`config.mk`:
```
export PLATFORM = sky130hd
export DESIGN_NAME = spi_slave_fifo
export DESIGN_NICKNAME = d
export VERILOG_FILES = /design/src/rtl/spi_slave_pkg.sv /design/src/rtl/sync_fifo.sv /design/src/rtl/spi_slave_fifo.sv
export SDC_FILE = /design/constraint.sdc
export NUM_CORES = 1
export LEC_CHECK = 0
export ABC_AREA = 1
export BUFFER_PORTS_ARGS = -buffer_cell sky130_fd_sc_hd__buf_2
export CORE_MARGIN = 2
export CORE_UTILIZATION = 64
export DETAILED_ROUTE_END_ITERATION = 12
export GPL_TIMING_DRIVEN = 0
export PLACE_DENSITY_LB_ADDON = 0.1
export SYNTH_ARGS = -nofsm -noshare
export SYNTH_HDL_FRONTEND = slang
export SYNTH_SLANG_ARGS = --single-unit
```
`constraint.sdc`:
```
create_clock -name clk -period 5.8 [get_ports clk]
set_clock_uncertainty 0.05 [all_clocks]
set_input_delay 0.29 -clock clk [delete_from_list [all_inputs] [get_ports clk]]
set_output_delay 0.29 -clock clk [all_outputs]
set_load 0.005 [all_outputs]
```
`src/rtl/spi_slave_pkg.sv`:
```
// Shared types and constants for the SPI slave with RX/TX FIFOs.
package spi_slave_pkg;

    typedef enum logic [1:0] {
        ST_IDLE   = 2'd0,
        ST_SHIFT  = 2'd1,
        ST_COMMIT = 2'd2
    } state_t;

    localparam int STAT_RX_OK    = 5;
    localparam int STAT_TX_VALID = 6;

    localparam logic [7:0] INIT_OPCODE = 8'h01;

    function automatic logic [7:0] make_status(input logic rx_ok, input logic tx_present);
        logic [7:0] s;
        s                = '0;
        s[STAT_RX_OK]    = rx_ok;
        s[STAT_TX_VALID] = tx_present;
        return s;
    endfunction

endpackage

```
`src/rtl/sync_fifo.sv`:
```
// First-word-fall-through synchronous FIFO with full/empty flags.
module sync_fifo #(
    parameter int WIDTH = 8,
    parameter int DEPTH = 4
) (
    input  logic             clk,
    input  logic             reset,
    input  logic             push,
    input  logic [WIDTH-1:0] wdata,
    input  logic             pop,
    output logic [WIDTH-1:0] rdata,
    output logic             full,
    output logic             empty
);
    localparam int AW = $clog2(DEPTH);

    logic [WIDTH-1:0] mem [DEPTH];
    logic [AW:0]      wr_ptr;
    logic [AW:0]      rd_ptr;
    logic             do_push;
    logic             do_pop;

    // Pointers carry one extra wrap bit so full and empty are distinguishable.
    assign empty   = (wr_ptr == rd_ptr);
    assign full    = (wr_ptr[AW-1:0] == rd_ptr[AW-1:0]) && (wr_ptr[AW] != rd_ptr[AW]);
    assign do_push = push && !full;
    assign do_pop  = pop && !empty;
    assign rdata   = mem[rd_ptr[AW-1:0]];

    always_ff @(posedge clk or posedge reset) begin
        if (reset) begin
            wr_ptr <= '0;
            rd_ptr <= '0;
        end else begin
            if (do_push) wr_ptr <= wr_ptr + 1'b1;
            if (do_pop)  rd_ptr <= rd_ptr + 1'b1;
        end
    end

    // NOTE: storage has no reset; the pointers alone define which entries are valid.
    always_ff @(posedge clk) begin
        if (do_push) mem[wr_ptr[AW-1:0]] <= wdata;
    end

endmodule

```
`src/rtl/spi_slave_fifo.sv`:
```
// SPI slave, oversampled by clk, with RX/TX FIFOs and an 8-bit status header.
// Optional SPI_SLAVE_INIT_OPCODE_EN: stay locked until a frame with opcode 0x01.
module spi_slave_fifo
    import spi_slave_pkg::*;
#(
    parameter int FRAME_W  = 32,
    parameter int RX_DEPTH = 4,
    parameter int TX_DEPTH = 4,
    parameter int CPOL     = 0,
    parameter int CPHA     = 0
) (
    input  logic               clk,
    input  logic               reset,
    input  logic               SPI_SCK,
    input  logic               SPI_SS,
    input  logic               SPI_MOSI,
    output logic               SPI_MISO,
    input  logic               tx_valid,
    output logic               tx_ready,
    input  logic [FRAME_W-9:0] tx_data,
    output logic               rx_valid,
    input  logic               rx_ready,
    output logic [FRAME_W-1:0] rx_data,
    output logic               rx_overflow
);
    localparam int   PAY_W        = FRAME_W - 8;
    localparam int   CNT_W        = $clog2(FRAME_W) + 1;
    localparam int   IDX_W        = $clog2(FRAME_W);
    localparam logic SCK_IDLE     = (CPOL != 0);
    localparam logic SAMPLE_TRAIL = (CPHA != 0);

    state_t             state, state_next;
    logic [2:0]         sck_q, ss_q;
    logic [1:0]         mosi_q;
    logic               sck_lead, sck_trail, sample_edge, shift_edge;
    logic               ss_fall, ss_rise, last_bit, commit, unlocked;
    logic [CNT_W-1:0]   bit_cnt;
    logic [FRAME_W-1:0] rx_shift, tx_shift, next_frame;
    logic               tx_sent, tx_avail;
    logic               rx_full, rx_empty, rx_push, rx_pop;
    logic               tx_full, tx_empty, tx_push, tx_pop;
    logic [PAY_W-1:0]   tx_head;

    // SS resets to "low" so a frame already in progress at reset release never looks like a fresh fall.
    // NOTE: all clocked state uses <= so every flop samples the pre-edge value of its neighbours.
    always_ff @(posedge clk or posedge reset) begin
        if (reset) begin
            sck_q  <= {3{SCK_IDLE}};
            ss_q   <= '0;
            mosi_q <= '0;
        end else begin
            sck_q  <= {sck_q[1:0], SPI_SCK};
            ss_q   <= {ss_q[1:0], SPI_SS};
            mosi_q <= {mosi_q[0], SPI_MOSI};
        end
    end

    assign sck_lead    = (sck_q[2] == SCK_IDLE) && (sck_q[1] != SCK_IDLE);
    assign sck_trail   = (sck_q[2] != SCK_IDLE) && (sck_q[1] == SCK_IDLE);
    assign sample_edge = SAMPLE_TRAIL ? sck_trail : sck_lead;
    assign shift_edge  = SAMPLE_TRAIL ? sck_lead : sck_trail;
    assign ss_fall     = ss_q[2] && !ss_q[1];
    assign ss_rise     = !ss_q[2] && ss_q[1];
    assign last_bit    = (bit_cnt == CNT_W'(FRAME_W - 1));
    assign commit      = (state == ST_COMMIT);

    always_ff @(posedge clk or posedge reset) begin
        if (reset) state <= ST_IDLE;
        else       state <= state_next;
    end

    // NOTE: default assigned first so no path through the case can infer a latch.
    always_comb begin
        state_next = state;
        case (state)
            ST_IDLE:   if (ss_fall) state_next = ST_SHIFT;
            ST_SHIFT: begin
                if (ss_rise)                      state_next = ST_IDLE;
                else if (sample_edge && last_bit) state_next = ST_COMMIT;
            end
            ST_COMMIT: state_next = ST_IDLE;
            default:   state_next = ST_IDLE;
        endcase
    end

`ifdef SPI_SLAVE_INIT_OPCODE_EN
    logic locked;
    always_ff @(posedge clk or posedge reset) begin
        if (reset)                                       locked <= 1'b1;
        else if (commit && rx_shift[7:0] == INIT_OPCODE) locked <= 1'b0;
    end
    assign unlocked = !locked;
`else
    assign unlocked = 1'b1;
`endif

    assign tx_avail   = !tx_empty && unlocked;
    assign next_frame = {{PAY_W{tx_avail}} & tx_head, make_status(!rx_full, tx_avail)};

    always_ff @(posedge clk or posedge reset) begin
        if (reset) begin
            bit_cnt     <= '0;
            rx_shift    <= '0;
            tx_shift    <= '0;
            tx_sent     <= 1'b0;
            SPI_MISO    <= 1'b0;
            rx_overflow <= 1'b0;
        end else begin
            rx_overflow <= 1'b0;
            case (state)
                ST_IDLE: begin
                    SPI_MISO <= 1'b0;
                    if (ss_fall) begin
                        bit_cnt  <= '0;
                        rx_shift <= '0;
                        tx_shift <= next_frame;
                        tx_sent  <= tx_avail;
                        SPI_MISO <= next_frame[0];
                    end
                end
                ST_SHIFT: begin
                    if (sample_edge) begin
                        rx_shift <= {mosi_q[1], rx_shift[FRAME_W-1:1]};
                        bit_cnt  <= bit_cnt + 1'b1;
                    end
                    if (shift_edge) SPI_MISO <= tx_shift[bit_cnt[IDX_W-1:0]];
                end
                ST_COMMIT: begin
                    SPI_MISO    <= 1'b0;
                    rx_overflow <= unlocked && rx_full;
                end
                default: SPI_MISO <= 1'b0;
            endcase
        end
    end

    assign rx_push  = commit && unlocked && !rx_full;
    assign rx_pop   = rx_valid && rx_ready;
    assign rx_valid = !rx_empty;
    assign tx_pop   = commit && tx_sent;
    assign tx_push  = tx_valid && tx_ready;
    assign tx_ready = !tx_full && !reset;

    sync_fifo #(.WIDTH(FRAME_W), .DEPTH(RX_DEPTH)) u_rx_fifo (
        .clk   (clk),
        .reset (reset),
        .push  (rx_push),
        .wdata (rx_shift),
        .pop   (rx_pop),
        .rdata (rx_data),
        .full  (rx_full),
        .empty (rx_empty)
    );

    sync_fifo #(.WIDTH(PAY_W), .DEPTH(TX_DEPTH)) u_tx_fifo (
        .clk   (clk),
        .reset (reset),
        .push  (tx_push),
        .wdata (tx_data),
        .pop   (tx_pop),
        .rdata (tx_head),
        .full  (tx_full),
        .empty (tx_empty)
    );

endmodule

```
## Yosys cells after proc, flatten, opt, wreduce, memory -nomap -nowiden

Memory sizes are Yosys's and may differ from the RTL's.
Cells that the tools add are included.

- $lt $le $gt $ge: 1
- Reduce and logical (&&, ||, !) cells: 28
- Bitwise gates (word level): 3
- Multiplexer cells: 19
- Equality and inequality tests: 13
- Add/subtract/negate cells: 5

Operators with widths:

| operator | number |
|---|---|
| 32-bit two-way mux | 2 |
| 32-bit case mux with 2 select lines | 1 |
| 24-bit AND | 1 |
| 1-bit logical AND | 16 |
| 3-bit by 1-bit adder with 3-bit output, second input constant | 4 |
| 6-bit two-way mux | 2 |
| 6-bit case mux with 2 select lines | 1 |
| 1-bit two-way mux | 8 |
| 1-bit logical NOT | 7 |
| 6-bit by 1-bit adder with 6-bit output, second input constant | 1 |
| 3-bit == test | 2 |
| 6-bit by 5-bit == test with 1-bit output, second input constant | 1 |
| 5-bit by 6-bit < comparator with 1-bit output, second input constant | 1 |
| 2-bit two-way mux | 3 |
| 2-bit inequality test, second input constant | 3 |
| 1-bit binary-select mux with 5-bit select | 1 |
| 2-bit == test | 2 |
| 2-bit case mux with 2 select lines | 1 |
| 2-bit AND reduction | 2 |
| 3-bit inequality test, second input constant | 1 |
| 3-bit AND reduction | 1 |
| 2-bit by 1-bit == test with 1-bit output, second input constant | 1 |
| 2-bit == test, second input constant | 1 |
| 2-bit logical NOT | 1 |
| 3 further kinds | 5 |

- Bits of input ports: 31
- Word-level logic and storage cells: 85
- Bits in registers: 89
- Output and inout port bits: 36
- RAM bits: 224
- Memories: 2

Memory list:

| name | depth | width | rd ports | clocked after Yosys merged registers in | write ports | line | RTL |
|---|---|---|---|---|---|---|---|
| u_rx_fifo.mem | 4 | 32 | 1 | 0 | 1 | sync_fifo.sv:17 | `logic [WIDTH-1:0] mem [DEPTH];` |
| u_tx_fifo.mem | 4 | 24 | 1 | 0 | 1 | sync_fifo.sv:17 |  |

## Logic depth before layout (Yosys ltp)

Gate-level depths: netlist of run 1.

- Depth after elaboration: 8
- Gate-level depth with buffers: 11
- Mapped depth without buffers: 10

## Hierarchy

Synthesis of run 1 repeated with hierarchy kept, for this count alone.

- Cell total of the unflattened synthesis: 1,020
- Area total of the unflattened synthesis: 12,458.2 um^2

By module, submodules not included:

| module | area an instance (um^2) | cells each | seq. area each (um^2) | times used |
|---|---|---|---|---|
| sync_fifo at u_rx_fifo | 5,178.7 | 372 | 3,993.8 | 1 |
| sync_fifo at u_tx_fifo | 3,975.1 | 295 | 3,032.9 | 1 |
| spi_slave_fifo | 3,304.4 | 353 | 1,901.8 | 1 |

## Worst setup path after synthesis of run 1

No wires, ideal clock.

- Path kind: input to register
- From: input port reset
- To: memory u_tx_fifo.mem[0][0] in the netlist's numbering, enable pin
- Library setup time: 0.405 ns
- Path buffers: 0
- Slack: 1.550 ns
- Required time: 5.345 ns
- Stages on the path: 3
- Data arrival time: 3.795 ns
- Cells stage by stage: inv_1 -> nand3_2 -> nor2_1

- Cells in the longest elaborated chain, start to end: 6

Ends and longest elaborated chain:

| what | line | RTL |
|---|---|---|
| start: declaration | spi_slave_fifo.sv:13 | `input logic reset,` |
| 1-bit logical NOT (no source line) | -- |  |
| 1-bit logical AND | spi_slave_fifo.sv:142 | `assign tx_ready = !tx_full && !reset;` |
| 1-bit logical AND | spi_slave_fifo.sv:141 | `assign tx_push = tx_valid && tx_ready;` |
| 1-bit logical AND | sync_fifo.sv:26 | `assign do_push = push && !full;` |
| 1-bit two-way mux | sync_fifo.sv:42 | `if (do_push) mem[wr_ptr[AW-1:0]] <= wdata;` |
| 1-bit two-way mux (not written as such) | sync_fifo.sv:42 |  |
| end: declaration | sync_fifo.sv:17 |  |

No other way between the ends.

## Worst setup path after layout of run 1

- From: register u_rx_fifo.rd_ptr[0]
- To: output port rx_data[0]

- Cells in the longest elaborated chain, start to end: 1

Ends and longest elaborated chain:

| what | line | RTL |
|---|---|---|
| start: declaration | sync_fifo.sv:19 | `logic [AW:0] rd_ptr;` |
| start signal: assignment | sync_fifo.sv:36 | `if (do_pop) rd_ptr <= rd_ptr + 1'b1;` |
| memory read 4 x 32 bit | -- |  |
| end: declaration | spi_slave_fifo.sv:23 | `output logic [FRAME_W-1:0] rx_data,` |

No other way between the ends.

==> results of run 1 <==
[worst min-delay path, cell delays in order]
cell,delay [ns]
sky130_fd_sc_hd__buf_2,0.10
sky130_fd_sc_hd__nand3_2,0.19
sky130_fd_sc_hd__a21oi_1,0.10
[how the worst min path moves through the flow]
| stage | start | endpoint | slack (ns) | depth (start not counted) |
|---|---|---|---|---|
| 2_1_floorplan | SPI_MOSI | mosi_q[0] | 0.27 | 0 |
| 3_3_place_gp | mosi_q[0] | mosi_q[1] | 0.29 | 0 |
| 3_5_place_dp | reset | ss_q[0] | 0.26 | 2 |
| 4_1_cts | tx_valid | u_tx_fifo.wr_ptr[1] | 0.10 | 3 |
| 5_1_grt | tx_valid | u_tx_fifo.wr_ptr[1] | 0.14 | 3 |
| 6_report | tx_valid | u_tx_fifo.wr_ptr[1] | 0.13 | 3 |
[cells by family (layout without fill, tap and decap cells)]
group | Yosys count | count (layout) | synth area share
flops | 312 | 312 | 0.7308
simple gates | 272 | 272 | 0.09166
compound gates | 220 | 220 | 0.1078
buf+inv | 126 | 285 | 0.04793
xor+xnor | 12 | 12 | 0.01045
fa+ha+maj | 11 | 11 | 0.01127
[sequential cells by signal, summed over array words and instances (netlist names), 2 cells and up]
register,flops
rx_shift,32
mosi_q,2
tx_shift,26
sck_q,3
ss_q,3
state,2
u_rx_fifo.wr_ptr,3
u_rx_fifo.rd_ptr,3
bit_cnt,6
u_rx_fifo.mem,128
u_tx_fifo.wr_ptr,3
u_tx_fifo.mem,96
u_tx_fifo.rd_ptr,3
[per-stage QoR]
| stage | power [mW] | worst slack, ns | hold WS, ns |
|---|---|---|---|
| floorplan | 3.461 | 1.550 | 0.2714 |
| global placement | 3.881 | -0.3112 | 0.2852 |
| detailed placement | 3.933 | 3.361 | 0.2633 |
| CTS | 5.848 | 3.222 | 0.1047 |
| global route | 6.111 | 3.061 | 0.1421 |
| finish | 5.825 | 3.229 | 0.1265 |
[synthesized netlist by cell type, drive strengths merged]
cell type | count | area (sq um)
edfxtp | 224 | 6726
nand2 | 147 | 574.3
nor2 | 95 | 374.1
o21ai | 92 | 460.4
dfrtp | 88 | 2202
inv | 75 | 281.5
o22ai | 68 | 425.4
a21oi | 32 | 163.9
buf | 32 | 232.7
nand3 | 25 | 145.1
a32o | 24 | 240.2
clkbuf | 19 | 71.32
ha | 11 | 137.6
xor2 | 8 | 92.59
nor3 | 4 | 20.02
xnor2 | 4 | 35.03
a21boi | 2 | 15.01
a31oi | 2 | 12.51
nand4 | 1 | 6.260
[power by group through the flow]
| stage | sequential (mW) | combinational, mW | clock [mW] |
|---|---|---|---|
| 3_3_place_gp | 2.69 | 1.19 | 0 |
| 3_5_place_dp | 2.69 | 1.24 | 0 |
| 2_1_floorplan | 2.67 | 0.791 | 0 |
| 5_1_grt | 2.67 | 1.41 | 2.03 |
| 4_1_cts | 2.65 | 1.26 | 1.94 |
| 6_report | 2.65 | 1.25 | 1.93 |
[cell type report]
type / instances / area (sq um)
flip-flops and latches: 312 / 8929
fillers: 1157 / 4388
multi-input cells: 515 / 2738
clock buffers: 37 / 797.0
repair buffers: 103 / 788.3
plain buffers: 51 / 304.0
well taps: 234 / 292.8
inverters: 75 / 284.0
clock inverters: 19 / 185.2
[what timing repair did]
action,CTS,global route
setup buffers,0,0
hold buffers,29,0
endpoints found under the hold margin,129,0
[metal layers]
layer,part of all wire,vias up,global-route usage
li1,-,3659,-
met1,0.41,3687,0.3205
met2,0.51,206,0.4488
met3,0.046,59,0.03970
met4,0.029,0,0.08579
met5,0,-,0
==> results by group, run 1 <==
Worst setup path
  • Number of gates on the worst path with buffers counted: 6
  • Largest incremental delay on the critical path: 0.45 ns
  • Slowest cell on the critical path: sky130_fd_sc_hd__dfrtp_1
  • Setup crit end kind: output port
  • WS Path Type: flip-flop to output port
  • Data arrival time of the critical path: 2.23 ns
  • Required time at the worst-slack endpoint: 5.46 ns
  • Launching element type of the critical path: flip-flop
  • Crit Path Max Fanout: 10
  • CP top delay family: buffers and inverters
  • Terminus of the critical flop-to-flop path: u_rx_fifo.mem[3][8]
  • Critical path buffers and inverters: 4
  • Worst setup path startpoint: u_rx_fifo.rd_ptr[0]
  • Cell count of the worst reg-to-reg path: 6
  • Capturing instance or port of the critical path: rx_data[0]
  • Worst R2R Start: u_rx_fifo.rd_ptr[0]
  • CP cell instances: buf_6 > inv_1 > clkbuf_1 > nor2_1 > o22ai_1 > buf_2
  • Reg-to-reg slack, setup: between 3 and 4 ns

Detailed routing
  • Number of optimization iterations in the first detailed-route pass: 5
  • Number of design-rule violations left by the first detailed-router iteration: ~550
  • Remaining routing DRC violations: 0
  • Routed Wire Length: roughly 25 mm
  • Antenna violation net count after detailed routing: 0
  • Average wire length per cell after detail routing: around 18 microns
  • Via Count: about 7,600
  • Post-DR vias/cell: roughly 5.7

Yosys
  • Average footprint of a synthesized cell: between 10 and 15 sq um
  • Register area share after synthesis: 0.7308
  • Mapped Area: between 0.01 and 0.015 sq mm
  • Post-Synthesis Cells: 953
  • Unique cell type count in the Yosys netlist: 30
  • Syn Nets: 995
  • Synth Warn #: 0
  • Flops & latches, synth: roughly 310

Clock tree
  • TritonCTS buffer count: 30
  • H-tree depth: 1
  • Clock Sink Count: between 300 and 400
  • Quantity of gates resized following cts: 0
  • CTS clk-pin slew, worst paths: 0.07 ns
  • TritonCTS clock tree: yes
  • Bufs on Longest Clock Path: 3
  • Clk_lat worst skew: between 0.5 and 0.6 ns
  • CTS Root Buffer Type: sky130_fd_sc_hd__clkbuf_16

Timing
  • Count of endpoints failing hold in the final timing report: 0
  • Transition time of the tightest slew-check pin: ~1.1 ns
  • Final-layout setup total negative slack: 0 ns
  • Slew HR: 0.2376
  • Tcrit/Tclk final: 0.4433
  • Setup repair after global routing missed its margin: no
  • Max Freq: a little under 0.4 GHz
  • Max-slew violation total from the final report: 0
  • Setup-violating endpoint count in the final report: 0
  • Final min period: 2.571 ns

GRT
  • Initial antenna violation count: 0
  • GRT Residual Overflow: 0
  • Maximum number of pins on one net before global-route repair: slightly above 60
  • Global-route wire length before repair: roughly 40 mm
  • Total routing usage reported by global routing: 0.2528
  • Vias in the first global route: 7,823

Layout
  • Number of nets in the layout: 1,130
  • P&R area growth vs syn: 17.20%
  • Fraction of layout instances using a drive strength above 1: 0.1646
  • Top library cells by usage in the layout, fill and taps aside: sky130_fd_sc_hd__edfxtp_1, sky130_fd_sc_hd__nand2_1, sky130_fd_sc_hd__dfrtp_1
  • Final instance count without filler cells: between 1,000 and 1,500
  • Post-route standard cell area excluding fillers: approximately 0.014 sq mm
  • Utilization after layout: 0.7654
  • Antenna diode count: 0
  • Most frequent standard cell in the layout excluding fill and tap cells: sky130_fd_sc_hd__edfxtp_1

Floorplan
  • Total core area: ~0.019 sq mm
  • I/O pin cnt: 67
  • Die width: 142.2 microns
  • DIE HEIGHT: approximately 140 microns
  • Initial Util: 0.6531
  • Core Rows: 50
  • Overall die area: around 0.020 sq mm

Placed design
  • Placement Cell Area: ~0.013 sq mm
  • Count of buffers from port buffering: 66
  • GPL Wtd Cong: 0.8556
  • Placed Cells: between 1,000 and 1,500
  • Half-perimeter wire length of the detailed placement result: about 15 mm

Power
  • Part of the total power dissipated in combinational logic: 0.214
  • Max VDD drop: ~0.3 mV
  • NetSw: about 1.7 mW
  • Switching Share: 0.2895
  • Relative contribution of the clock network to total power: 0.331
  • Power Dens Cells: 406.8 mW/mm^2
  • Reported leakage power: between 5 and 6 nW
  • Internal Dissipation: ~4.1 mW
  • Reg power frac: 0.455

Hold path
  • Hold/Removal Path Class: input pin to flip-flop

Outcome
  • Outcome: completed

Job
  • Number of maximum-capacitance violations: 0
(Power assumes the default switching activity.)
==> run 2, diff against run 1 <==
--- a/config.mk
+++ b/config.mk
@@ -8,7 +8,7 @@
 export ABC_AREA = 1
 export BUFFER_PORTS_ARGS = -buffer_cell sky130_fd_sc_hd__buf_2
 export CORE_MARGIN = 2
-export CORE_UTILIZATION = 64
+export CORE_UTILIZATION = 60
 export DETAILED_ROUTE_END_ITERATION = 12
 export GPL_TIMING_DRIVEN = 0
 export PLACE_DENSITY_LB_ADDON = 0.1
==> constraint.sdc (replaced) <==
create_clock -name clk -period 2.7 [get_ports clk]
set_clock_uncertainty 0.05 [all_clocks]
set_input_delay 0.135 -clock clk [delete_from_list [all_inputs] [get_ports clk]]
set_output_delay 0.135 -clock clk [all_outputs]
set_load 0.005 [all_outputs]
==> results by group, run 2 (synthesis results as in run 1) <==
Worst setup path
  • Launching element type of the critical path: flip-flop
  • Data arrival time of the critical path: ~2.3 ns
  • Required time at the worst-slack endpoint: approximately 2.5 ns
  • WS Path Type: flip-flop to output port
  • Crit Path Max Fanout: 10
  • Setup crit end kind: output port

Outcome
  • Outcome: completed

Layout
  • Post-route standard cell area excluding fillers: between 0.01 and 0.015 sq mm
  • P&R area growth vs syn: 16.70%
  • Area used by multi-input combinational logic: 0.002748 sq mm
  • Number of flip-flops in the largest register: approximately 130
  • Final instance count without filler cells: 1,381
  • Most frequent standard cell in the layout excluding fill and tap cells: sky130_fd_sc_hd__edfxtp_1
  • Number of fill cells: 1,380
  • Top library cells by usage in the layout, fill and taps aside: sky130_fd_sc_hd__edfxtp_1, sky130_fd_sc_hd__nand2_1, sky130_fd_sc_hd__dfrtp_1
  • Antenna diode count: 0
  • Number of nets in the layout: 1,130
  • Storage cell area: between 0.008 and 0.009 sq mm
  • Fraction of layout instances using a drive strength above 1: 0.1575

Clock tree
  • Clock Sink Count: 312
  • H-tree depth: 1
  • Bufs on Longest Clock Path: 3
  • CTS Root Buffer Type: sky130_fd_sc_hd__clkbuf_16
  • Clk_lat worst skew: approximately 0.54 ns
  • CTS clk-pin slew, worst paths: approximately 0.06 ns
  • TritonCTS buffer count: 30
  • TritonCTS clock tree: yes

Placed design
  • Count of buffers from port buffering: 66
  • Placed Cells: 1,296
  • Placement Cell Area: 0.01306 sq mm
  • Half-perimeter wire length of the detailed placement result: 14.95 mm
  • GPL Wtd Cong: just over 0.8
  • Worst Setup Slack post-DPL: roughly 0.022 ns

Detailed routing
  • Average wire length per cell after detail routing: 17.50 microns
  • Number of design-rule violations left by the first detailed-router iteration: just under 600
  • Via Count: around 7,600
  • Antenna violation net count after detailed routing: 0
  • Number of optimization iterations in the first detailed-route pass: 7
  • M1 WL: between 10 and 15 mm
  • Top routing layer in use: met4
  • Met2 routed wirelength: 12.43 mm
  • Routed Wire Length: approximately 24 mm
  • Remaining routing DRC violations: 0
  • Metal3 WL: 1.086 mm
  • Post-DR vias/cell: around 5.5

GRT
  • Initial antenna violation count: 0
  • Total routing usage reported by global routing: 0.2327
  • Vias in the first global route: around 7,600
  • Global-route wire length before repair: between 30 and 40 mm
  • Maximum number of pins on one net before global-route repair: 38
  • GRT Residual Overflow: 0

Power
  • Power Dens Cells: around 850 mW/mm^2
  • Max VDD drop: ~0.59 mV
  • Reported leakage power: around 5.5 nW

Timing
  • Max Freq: 0.4070 GHz
  • Setup repair after global routing missed its margin: no
  • Worst setup margin: 0.2432 ns
  • Count of endpoints failing hold in the final timing report: 0
  • Setup-violating endpoint count in the final report: 0
  • Transition time of the tightest slew-check pin: approximately 1.1 ns
  • Max-slew violation total from the final report: 0
  • Tcrit/Tclk final: 0.9099
  • Final min period: 2.457 ns
  • Slew HR: 0.2339

Floorplan
  • Total core area: slightly above 0.02 sq mm
  • I/O pin cnt: between 60 and 70
  • DIE HEIGHT: between 100 and 150 microns
  • Initial Util: 0.6077
  • Die width: around 150 microns
  • Core Rows: 52
  • Overall die area: around 0.022 sq mm

Hold path
  • Hold/Removal Path Class: input pin to async pin

Job
  • Number of maximum-capacitance violations: 0
run 2: cell types whose count changed in the layout (fill, tap and decap cells not counted), sizes merged:
| cell | delta |
|---|---|
| dlygate4sd3 | +1 |
| clkinvlp | -1 |
| buf | -1 |
| bufinv | -3 |
| inv | -1 |
| clkbuf | +4 |
run 2: cell type report:
type                            instances  share of cell area
Clock inverter                         14            0.004914
Clock buffer                           41             0.05774
Timing Repair Buffer                  103             0.05336
Multi-Input combinational cell        515              0.1927
Tap cell                              270             0.02369
Sequential cell                       312              0.6262
Inverter                               75             0.02001
Buffer                                 51             0.02133
run 2: power by group:
group	total, mW	internal, mW	switching (mW)
combinational	2.69	1.00	1.69
sequential	5.70	5.50	0.200
clock	3.80	2.12	1.67
run 2: what timing repair did:
action                                  CTS  global route
buffers inserted                          0             0
gates resized for setup                   0             1
hold endpoints to repair                129             0
hold buffers                             30             0
endpoints found under the setup margin    0            11
run 2: final timing paths:
check	startpoint	end	slack, ns	cells after the start
max in group asynchronous	reset	tx_shift[8]	1.85	4
worst min register to register	mosi_q[0]	mosi_q[1]	0.30	0
worst max-delay path	u_rx_fifo.rd_ptr[1]	rx_data[4]	0.24	5
worst min-delay path	reset	rx_overflow	0.17	3
min in group clk	SPI_SS	ss_q[0]	0.18	2
worst max register to register	u_rx_fifo.rd_ptr[0]	u_rx_fifo.mem[3][8]	0.26	6
run 2: through the flow:
stage | hold WS (ns) | power [mW] | setup TNS, ns | util
final | 0.1694 | 12.19 | 0 | 0.7092
after global routing | 0.1810 | 12.82 | 0 | 0.7092
after CTS | 0.1654 | 12.27 | 0 | 0.7089
after detailed placement | 0.1996 | 8.449 | 0 | 0.6496
after global placement | 0.1990 | 8.370 | -177.66 | 0.6415
after floorplan | 0.1164 | 7.447 | -20.85 | -
run 2: routing by layer:
metal / global-route usage / up-vias
met4: 0.07330 / 0
met3: 0.03075 / 48
met2: 0.4094 / 236
met5: 0 / -
li1: - / 3653
met1: 0.3051 / 3690
run 2: worst max-delay path: stages, from the launching register on:
cell and delay (ns):
sky130_fd_sc_hd__dfrtp_1 0.49, sky130_fd_sc_hd__inv_1 0.19, sky130_fd_sc_hd__clkbuf_1 0.41, sky130_fd_sc_hd__o21ai_0 0.18, sky130_fd_sc_hd__o22ai_1 0.27, sky130_fd_sc_hd__buf_2 0.18
